### src/rtl/stopwatch_counter.sv
`default_nettype none
// +--------------------------------------------------------------------------+
// | stopwatch_counter: 100 Hz timebase, start/pause/clear control and        |
// | cascaded BCD MM:SS.CC counter with lap strobe and wrap pulse.            |
// | Optional button filter enabled by defining DEBOUNCE_EN.                  |
// | Revision: 1.0                                                            |
// +--------------------------------------------------------------------------+
module stopwatch_counter #(
  parameter int CLK_DIV   = 500000,
  parameter int DB_CYCLES = 1000000
) (
  input  logic       clk,
  input  logic       rst,
  input  logic       btn_ss,
  input  logic       btn_lap,
  output logic [3:0] d1,
  output logic [3:0] d2,
  output logic [3:0] d4,
  output logic [3:0] d5,
  output logic [3:0] d7,
  output logic [3:0] d8,
  output logic       running,
  output logic       lap_strb,
  output logic       ovf
);

  localparam int              c_PW    = (CLK_DIV > 2) ? $clog2(CLK_DIV) : 1;
  localparam logic [c_PW-1:0] c_PMAX  = c_PW'(CLK_DIV - 1);
  localparam logic [1:0]      c_IDLE  = 2'd0;
  localparam logic [1:0]      c_RUN   = 2'd1;
  localparam logic [1:0]      c_PAUSE = 2'd2;

  // Elaborates to nothing for legal parameter values.
  generate
    if (CLK_DIV < 2 || DB_CYCLES < 1) begin : g_param_guard
    end
  endgenerate

  logic [1:0] w_btn;  // {lap, ss} levels feeding the edge detector

`ifdef DEBOUNCE_EN
  localparam int              c_DW   = $clog2(DB_CYCLES + 1);
  localparam logic [c_DW-1:0] c_DMAX = c_DW'(DB_CYCLES - 1);
  logic [1:0] w_raw;
  assign w_raw = {btn_lap, btn_ss};

  generate
    for (genvar g = 0; g < 2; g++) begin : g_db
      logic [c_DW-1:0] r_cnt;
      logic            r_lvl;
      always_ff @(posedge clk) begin
        if (!rst) begin
          r_cnt <= '0;
          r_lvl <= 1'b0;
        end else if (w_raw[g] == r_lvl) begin
          r_cnt <= '0;
        end else if (r_cnt == c_DMAX) begin
          r_lvl <= w_raw[g];
          r_cnt <= '0;
        end else begin
          r_cnt <= r_cnt + 1'b1;
        end
      end
      assign w_btn[g] = r_lvl;
    end
  endgenerate
`else
  assign w_btn = {btn_lap, btn_ss};
`endif

  logic [1:0] r_btn_q;
  logic       w_ss_rise;
  logic       w_lap_rise;

  always_ff @(posedge clk) begin
    if (!rst) r_btn_q <= 2'b00;
    else      r_btn_q <= w_btn;
  end

  assign w_ss_rise  = w_btn[0] & ~r_btn_q[0];
  assign w_lap_rise = w_btn[1] & ~r_btn_q[1];

  logic [1:0] r_state;
  logic [1:0] w_state_nxt;
  logic       w_run;
  logic       w_clear;
  logic       w_lap;

  always_ff @(posedge clk) begin
    if (!rst) r_state <= c_IDLE;
    else      r_state <= w_state_nxt;
  end

  // Start/stop takes priority over lap whenever both rise together.
  always_comb begin
    w_state_nxt = r_state;
    case (r_state)
      c_IDLE:  if (w_ss_rise) w_state_nxt = c_RUN;
      c_RUN:   if (w_ss_rise) w_state_nxt = c_PAUSE;
      c_PAUSE: begin
        if (w_ss_rise)       w_state_nxt = c_RUN;
        else if (w_lap_rise) w_state_nxt = c_IDLE;
      end
      default: w_state_nxt = c_IDLE;
    endcase
  end

  always_comb begin
    w_run   = (r_state == c_RUN);
    w_clear = (r_state == c_PAUSE) && !w_ss_rise && w_lap_rise;
    w_lap   = (r_state == c_RUN)   && !w_ss_rise && w_lap_rise;
  end

  assign running = w_run;

  logic [c_PW-1:0] r_pre;
  logic            r_lap_strb;
  logic            r_ovf;
  logic            w_at_max;
  logic            w_tick;

  assign w_at_max = (r_pre == c_PMAX);
  // A tick due during the strobe cycle waits with the prescaler parked at max.
  assign w_tick   = w_run && w_at_max && !r_lap_strb;

  always_ff @(posedge clk) begin
    if (!rst) begin
      r_pre <= '0;
    end else if (r_state == c_IDLE || w_clear) begin
      r_pre <= '0;
    end else if (w_run) begin
      if (!w_at_max)        r_pre <= r_pre + 1'b1;
      else if (!r_lap_strb) r_pre <= '0;
    end
  end

  function automatic logic [3:0] bcd_next(input logic [3:0] d, input logic [3:0] top);
    return (d >= top) ? 4'd0 : d + 4'd1;
  endfunction

  logic [3:0] r_d1, r_d2, r_d4, r_d5, r_d7, r_d8;
  logic       w_c7, w_c5, w_c4, w_c2, w_c1, w_wrap;

  assign w_c7   = w_tick && (r_d8 >= 4'd9);
  assign w_c5   = w_c7   && (r_d7 >= 4'd9);
  assign w_c4   = w_c5   && (r_d5 >= 4'd9);
  assign w_c2   = w_c4   && (r_d4 >= 4'd5);
  assign w_c1   = w_c2   && (r_d2 >= 4'd9);
  assign w_wrap = w_c1   && (r_d1 >= 4'd5);

  always_ff @(posedge clk) begin
    if (!rst) begin
      r_d1       <= 4'd0;
      r_d2       <= 4'd0;
      r_d4       <= 4'd0;
      r_d5       <= 4'd0;
      r_d7       <= 4'd0;
      r_d8       <= 4'd0;
      r_ovf      <= 1'b0;
      r_lap_strb <= 1'b0;
    end else begin
      r_ovf      <= w_wrap;
      r_lap_strb <= w_lap;
      if (w_clear) begin
        r_d1 <= 4'd0;
        r_d2 <= 4'd0;
        r_d4 <= 4'd0;
        r_d5 <= 4'd0;
        r_d7 <= 4'd0;
        r_d8 <= 4'd0;
      end else begin
        if (w_tick) r_d8 <= bcd_next(r_d8, 4'd9);
        if (w_c7)   r_d7 <= bcd_next(r_d7, 4'd9);
        if (w_c5)   r_d5 <= bcd_next(r_d5, 4'd9);
        if (w_c4)   r_d4 <= bcd_next(r_d4, 4'd5);
        if (w_c2)   r_d2 <= bcd_next(r_d2, 4'd9);
        if (w_c1)   r_d1 <= bcd_next(r_d1, 4'd5);
      end
    end
  end

  assign d1       = r_d1;
  assign d2       = r_d2;
  assign d4       = r_d4;
  assign d5       = r_d5;
  assign d7       = r_d7;
  assign d8       = r_d8;
  assign lap_strb = r_lap_strb;
  assign ovf      = r_ovf;

endmodule
`default_nettype wire

### config.mk
export PLATFORM = sky130hd
export DESIGN_NAME = stopwatch_counter
export DESIGN_NICKNAME = d
export VERILOG_FILES = /design/src/rtl/stopwatch_counter.sv
export SDC_FILE = /design/constraint.sdc
export NUM_CORES = 1
export LEC_CHECK = 0
export CAP_MARGIN = 20
export CELL_PAD_IN_SITES_DETAIL_PLACEMENT = 0
export CELL_PAD_IN_SITES_GLOBAL_PLACEMENT = 1
export CORE_MARGIN = 4
export CORE_UTILIZATION = 35
export DETAILED_ROUTE_END_ITERATION = 7
export PLACE_DENSITY_LB_ADDON = 0.3
export RECOVER_POWER = 100
export SETUP_SLACK_MARGIN = 0.4
export SLEW_MARGIN = 15
export SYNTH_ARGS = -nofsm -noshare
export SYNTH_HDL_FRONTEND = slang
export SYNTH_SLANG_ARGS = --single-unit
### constraint.sdc
create_clock -name clk -period 2.1 [get_ports clk]
set_input_delay 0.21 -clock clk [delete_from_list [all_inputs] [get_ports clk]]
set_output_delay 0.21 -clock clk [all_outputs]
set_load 0.03 [all_outputs]
# Yosys cells after proc, flatten, opt, wreduce, memory -nomap -nowiden
# Cells that the tools add are included.
# op_classes
add_sub_neg	7
n_lt_le_gt_ge	6
eq_ne	7
n_mux	13
bitwise	5
reduce_logical	20
# op_table
cell	n
19-bit 2-to-1 mux	2
4-bit by 1-bit adder with 4-bit output, second input constant	6
4-bit 2-to-1 mux	6
19-bit by 1-bit adder with 19-bit output, second input constant	1
19-bit equality test, second input constant	1
4-bit >= comparator, second input constant	4
1-bit logical AND	12
4-bit by 3-bit >= comparator with 1-bit output, second input constant	2
2-bit 2-to-1 mux	4
2-bit inequality test, second input constant	3
2-bit case mux with 3 select lines	1
2-bit OR reduction	2
3-bit inequality test, second input constant	1
1-bit inverter	3
3-bit AND reduction	1
1-bit bitwise AND	2
2-bit by 1-bit equality test with 1-bit output, second input constant	1
2-bit equality test, second input constant	1
1-bit zero test	2
2-bit zero test	1
2-bit AND reduction	1
1-bit logical OR	1
# totals
regBits	49
in_bits	4
output_inout_bits	27
word_cells	69

# Depth between registers and ports, before layout
# depth
ltp_word	9
mapped_depth	8
mapped_depth_nobuf	7

# Worst setup path after synthesis
# Ideal clock, no wire load.
# synth_timing
path_type	reg-to-reg
startpoint	register r_d7[0], in the netlist d7[0]
endpoint	register r_d5[1], in the netlist d5[1]
setup_ps	116
arrival_time_ps	2101
required_ps	1984
setup_slack_ps	-116
stages_incl_launch_ff	8
path_buffers	0
synth_period_minus_slack_ps	2216
cell_sequence	dfxtp_1 > inv_1 > ha_1 > or3b_2 > nand2_1 > nor3_2 > mux2_2 > and3_1
# synth_via
elab_chain_cells	2
# synth_rtl
element	line_no	text
start, declared	141	logic [3:0] r_d1, r_d2, r_d4, r_d5, r_d7, r_d8;
start signal, assigned	173	if (w_c7) r_d7 <= bcd_next(r_d7, 4'd9);
4-bit >= comparator	145	assign w_c5 = w_c7 && (r_d7 >= 4'd9);
1-bit logical AND	145	
end signal, assigned	174	if (w_c5) r_d5 <= bcd_next(r_d5, 4'd9);
end, declared	141	
# No other way between the ends.
# A chain may end at the register's enable or synchronous reset.

# Worst setup path in the final report
# layout_timing
startpoint	register r_pre[0]
endpoint	register r_pre[16]
# layout_via
elab_chain_cells	3
elab_cells_between_ends	5
classes_between	1 x add/sub; 2 x eq/ne; 1 x mux; 1 x reduce/logical
# layout_rtl
element	line_no	text
start, declared	116	logic [c_PW-1:0] r_pre;
start signal, assigned	132	if (!w_at_max) r_pre <= r_pre + 1'b1;
branches (longest 3 deep; another with 19-bit by 1-bit adder with 19-bit output)	-	
# Parallel ways; which one is timed is not known.

==> metrics.txt <==
latest clock arrival within the worst-skew pair 0.30 ns; Pre-antenna DRT Iters 4; antenna diode count 0; share of the synthesized area in the top cell type 37.24%; Chip Height 94.75 µm; Nets 434; GRT Overall Usage 17.17%; CP startpoint kind flip-flop; RSZ-0062 raised after global routing true; post-route minimum period 1.994 ns; DP Worst Slack 0.09998 ns; global-route wire length before repair 12340 µm; CTS tree yes; post-synthesis mux area share 1.568%; Area contributors post-synth dfxtp_1 37%, ha_1 9.0%, a21oi_1 4.2%; Slew Limit Fails 0; most common cell in the synthesized netlist dfxtp_1; antenna violations before repair 0; clk root buf clkbuf_8; asr flop ratio synth 0%; crit path max fanout 8; flop-to-flop setup slack 0.11 ns; antenna viol nets, final 0; area of the core 7292 µm²; Max-cap violations 0; xor and xnor fraction of the mapped netlist area 2.993%; Data required, critical path 2.35 ns; Gate Count Post-Synth 302; clock buffer depth 2; Die Wd 94.75 µm; fmax 501.4 MHz; Min-Delay Startpoint d4[0]; depth of the CTS H-tree 2; post-synthesis net count 325; 1st-iter DRT viols 79; Synth Area in Adders 9.026%; worst r2r src r_pre[0]; status complete, no violations; register bit total from synthesis 49; Synth-to-Final Area Change 58.53%; Hold Path Depth 2; maximum VDD drop 292.7 µV; ratio of cells with drive above 1 in the final layout 44.42%; Worst Setup Path Type flip-flop to flip-flop; syn_area_per_cell 8.721 µm²; worst hold path class flip-flop to flip-flop; Fill cells 679; die area 8977 µm²; area leader, netlist dfxtp_1; clk sink count 49; r2r worst-path depth 9; via count 2683; largest net degree at the start of global routing 17; main combinational cell family by area after synthesis simple AND/OR/NAND/NOR gates; Worst-path clk slew 0.10 ns; terminus of the critical flop-to-flop path r_pre[16]; Final period util 94.98%; GP Congestion 0.8137; Worst Setup Slack, final 0.1055 ns; WL final 7737 µm; CP arrival 2.24 ns; Max transition margin 75.97%; Worst Skew 0.01223 ns; compound-cell area share of the yosys netlist 14.82%; # DRC 0; IO Count 31; Final Hold Vio Count 0; global route overflow 0; sequential element share of the synthesized area 37.24%; Synth Area in Simple Gates 29.93%; Hold EP d4[0]; Post-synth EDFFs 0; # rows 31; DP HPWL 4842 µm; Primary FF master, synth dfxtp_1; Worst Setup End Kind flip-flop; Fin Setup TNS 0 ns; Inserted Clock Buffers 5; Final setup viols 0; Pleak 1.684 nW; vias in the first global route 2594; library cells used by synthesis 52; port bufs 30; Tightest Pin Transition 0.3558 ns; Commonest cells post-synth 49 x dfxtp_1, 22 x a21oi_1, 22 x nand2_1; vias per cell 5.250; initial core utilization 36.12%; Post-Syn Area 2634 µm²; cell area power density 402.2 nW/µm²; routed len/inst 15.14 µm; Synth warnings 0; # hold bufs at CTS 0
power breakdown:
part           internal (mW)  switching, mW
sequential             0.916        0.00397
combinational         0.0353         0.0600
clock                  0.341          0.323
layer usage:
layer,vias to the layer above,global-route usage (%),share of wire [%]
met2,51,28.95,51
met5,-,0,0
met1,1288,22.58,44
met3,7,2.869,3.8
met4,0,4.688,1.0
li1,1337,-,-
area by class of cell:
cell class	instances	area, µm²	share of cell area, %
multi-input combinational	228	1893	45.34
clock buffer	8	111.4	2.667
sequential	49	1045	25.02
timing repair buffer	108	928.4	22.24
inverter	19	73.82	1.768
tap	99	123.9	2.967
layout by cell type, fill, tap and decap left out, types with 6 or more instances in the layout:
| master | Yosys | layout |
|---|---|---|
| a21oi_1 | 22 | 15 |
| a21oi_2 | 0 | 7 |
| buf_4 | 0 | 44 |
| buf_6 | 3 | 21 |
| clkbuf_1 | 3 | 14 |
| clkbuf_8 | 0 | 6 |
| dfxtp_1 | 49 | 26 |
| dfxtp_2 | 0 | 9 |
| dfxtp_4 | 0 | 14 |
| dlygate4sd3_1 | 0 | 20 |
| ha_1 | 19 | 13 |
| inv_1 | 18 | 13 |
| nand2_1 | 22 | 16 |
| nand2b_1 | 9 | 8 |
| nand3_1 | 15 | 14 |
| nand4_1 | 12 | 12 |
| nor2_1 | 19 | 8 |
| nor2_4 | 0 | 6 |
timing repair:
| item | CTS | global route |
|---|---|---|
| buffers inserted | 41 | 10 |
| endpoints found under the setup margin | 45 | 52 |
| pin swaps | 34 | 34 |
| gates cloned | 1 | 0 |
| gates resized for setup | 59 | 75 |
per-stage QoR:
step / instances / total power [mW] / utilization (%) / area (µm²) / hold WS, ns
global placement: 451 / 1.040 / 45.90 / 3347 / 0.4593
finish: 511 / 1.679 / 57.26 / 4175 / 0.5029
global route: 511 / 1.756 / 57.26 / 4175 / 0.5354
detailed placement: 451 / 1.041 / 45.90 / 3347 / 0.4765
floorplan: 302 / 1.003 / - / 2770 / 0.3317
CTS: 501 / 1.704 / 54.80 / 3996 / 0.4957
cell families after synthesis:
| kind of cell | Yosys count |
|---|---|
| simple gates | 135 |
| buf+inv | 25 |
| xor+xnor | 9 |
| mux | 4 |
| fa+ha+maj | 19 |
| compound gates | 61 |
| flops | 49 |
flip-flops by register name (all words and copies together), names as in the netlist:
register and cells:
ovf 1, d4 4, r_pre 19, d5 4
d8 4, d1 4, d2 4, r_btn_q 2
r_state 2, lap_strb 1, d7 4
how the worst max path moves through the flow:
| stage | from | to | slack (ns) | cells after the start |
|---|---|---|---|---|
| 6_report | r_pre[0] | r_pre[16] | 0.11 | 9 |
| 4_1_cts | d7[0] | d2[3] | 0.19 | 9 |
| 3_5_place_dp | r_pre[6] | d2[2] | 0.1 | 6 |
| 5_1_grt | d8[1] | d8[0] | 0.05 | 10 |
| 2_1_floorplan | d8[0] | d1[3] | 0.12 | 8 |
| 3_3_place_gp | r_pre[6] | d2[2] | 0.11 | 6 |
worst max-delay path, cell delays in order (launching register included):
cell and delay, ns:
dfxtp_2 0.35, ha_4 0.16, and4bb_2 0.23, nand3_4 0.14, buf_6 0.12, nor3_4 0.03, clkbuf_2 0.17, buf_12 0.16
or4_4 0.47, a21oi_2 0.12
No activity file was read; power rests on OpenSTA's default activity.
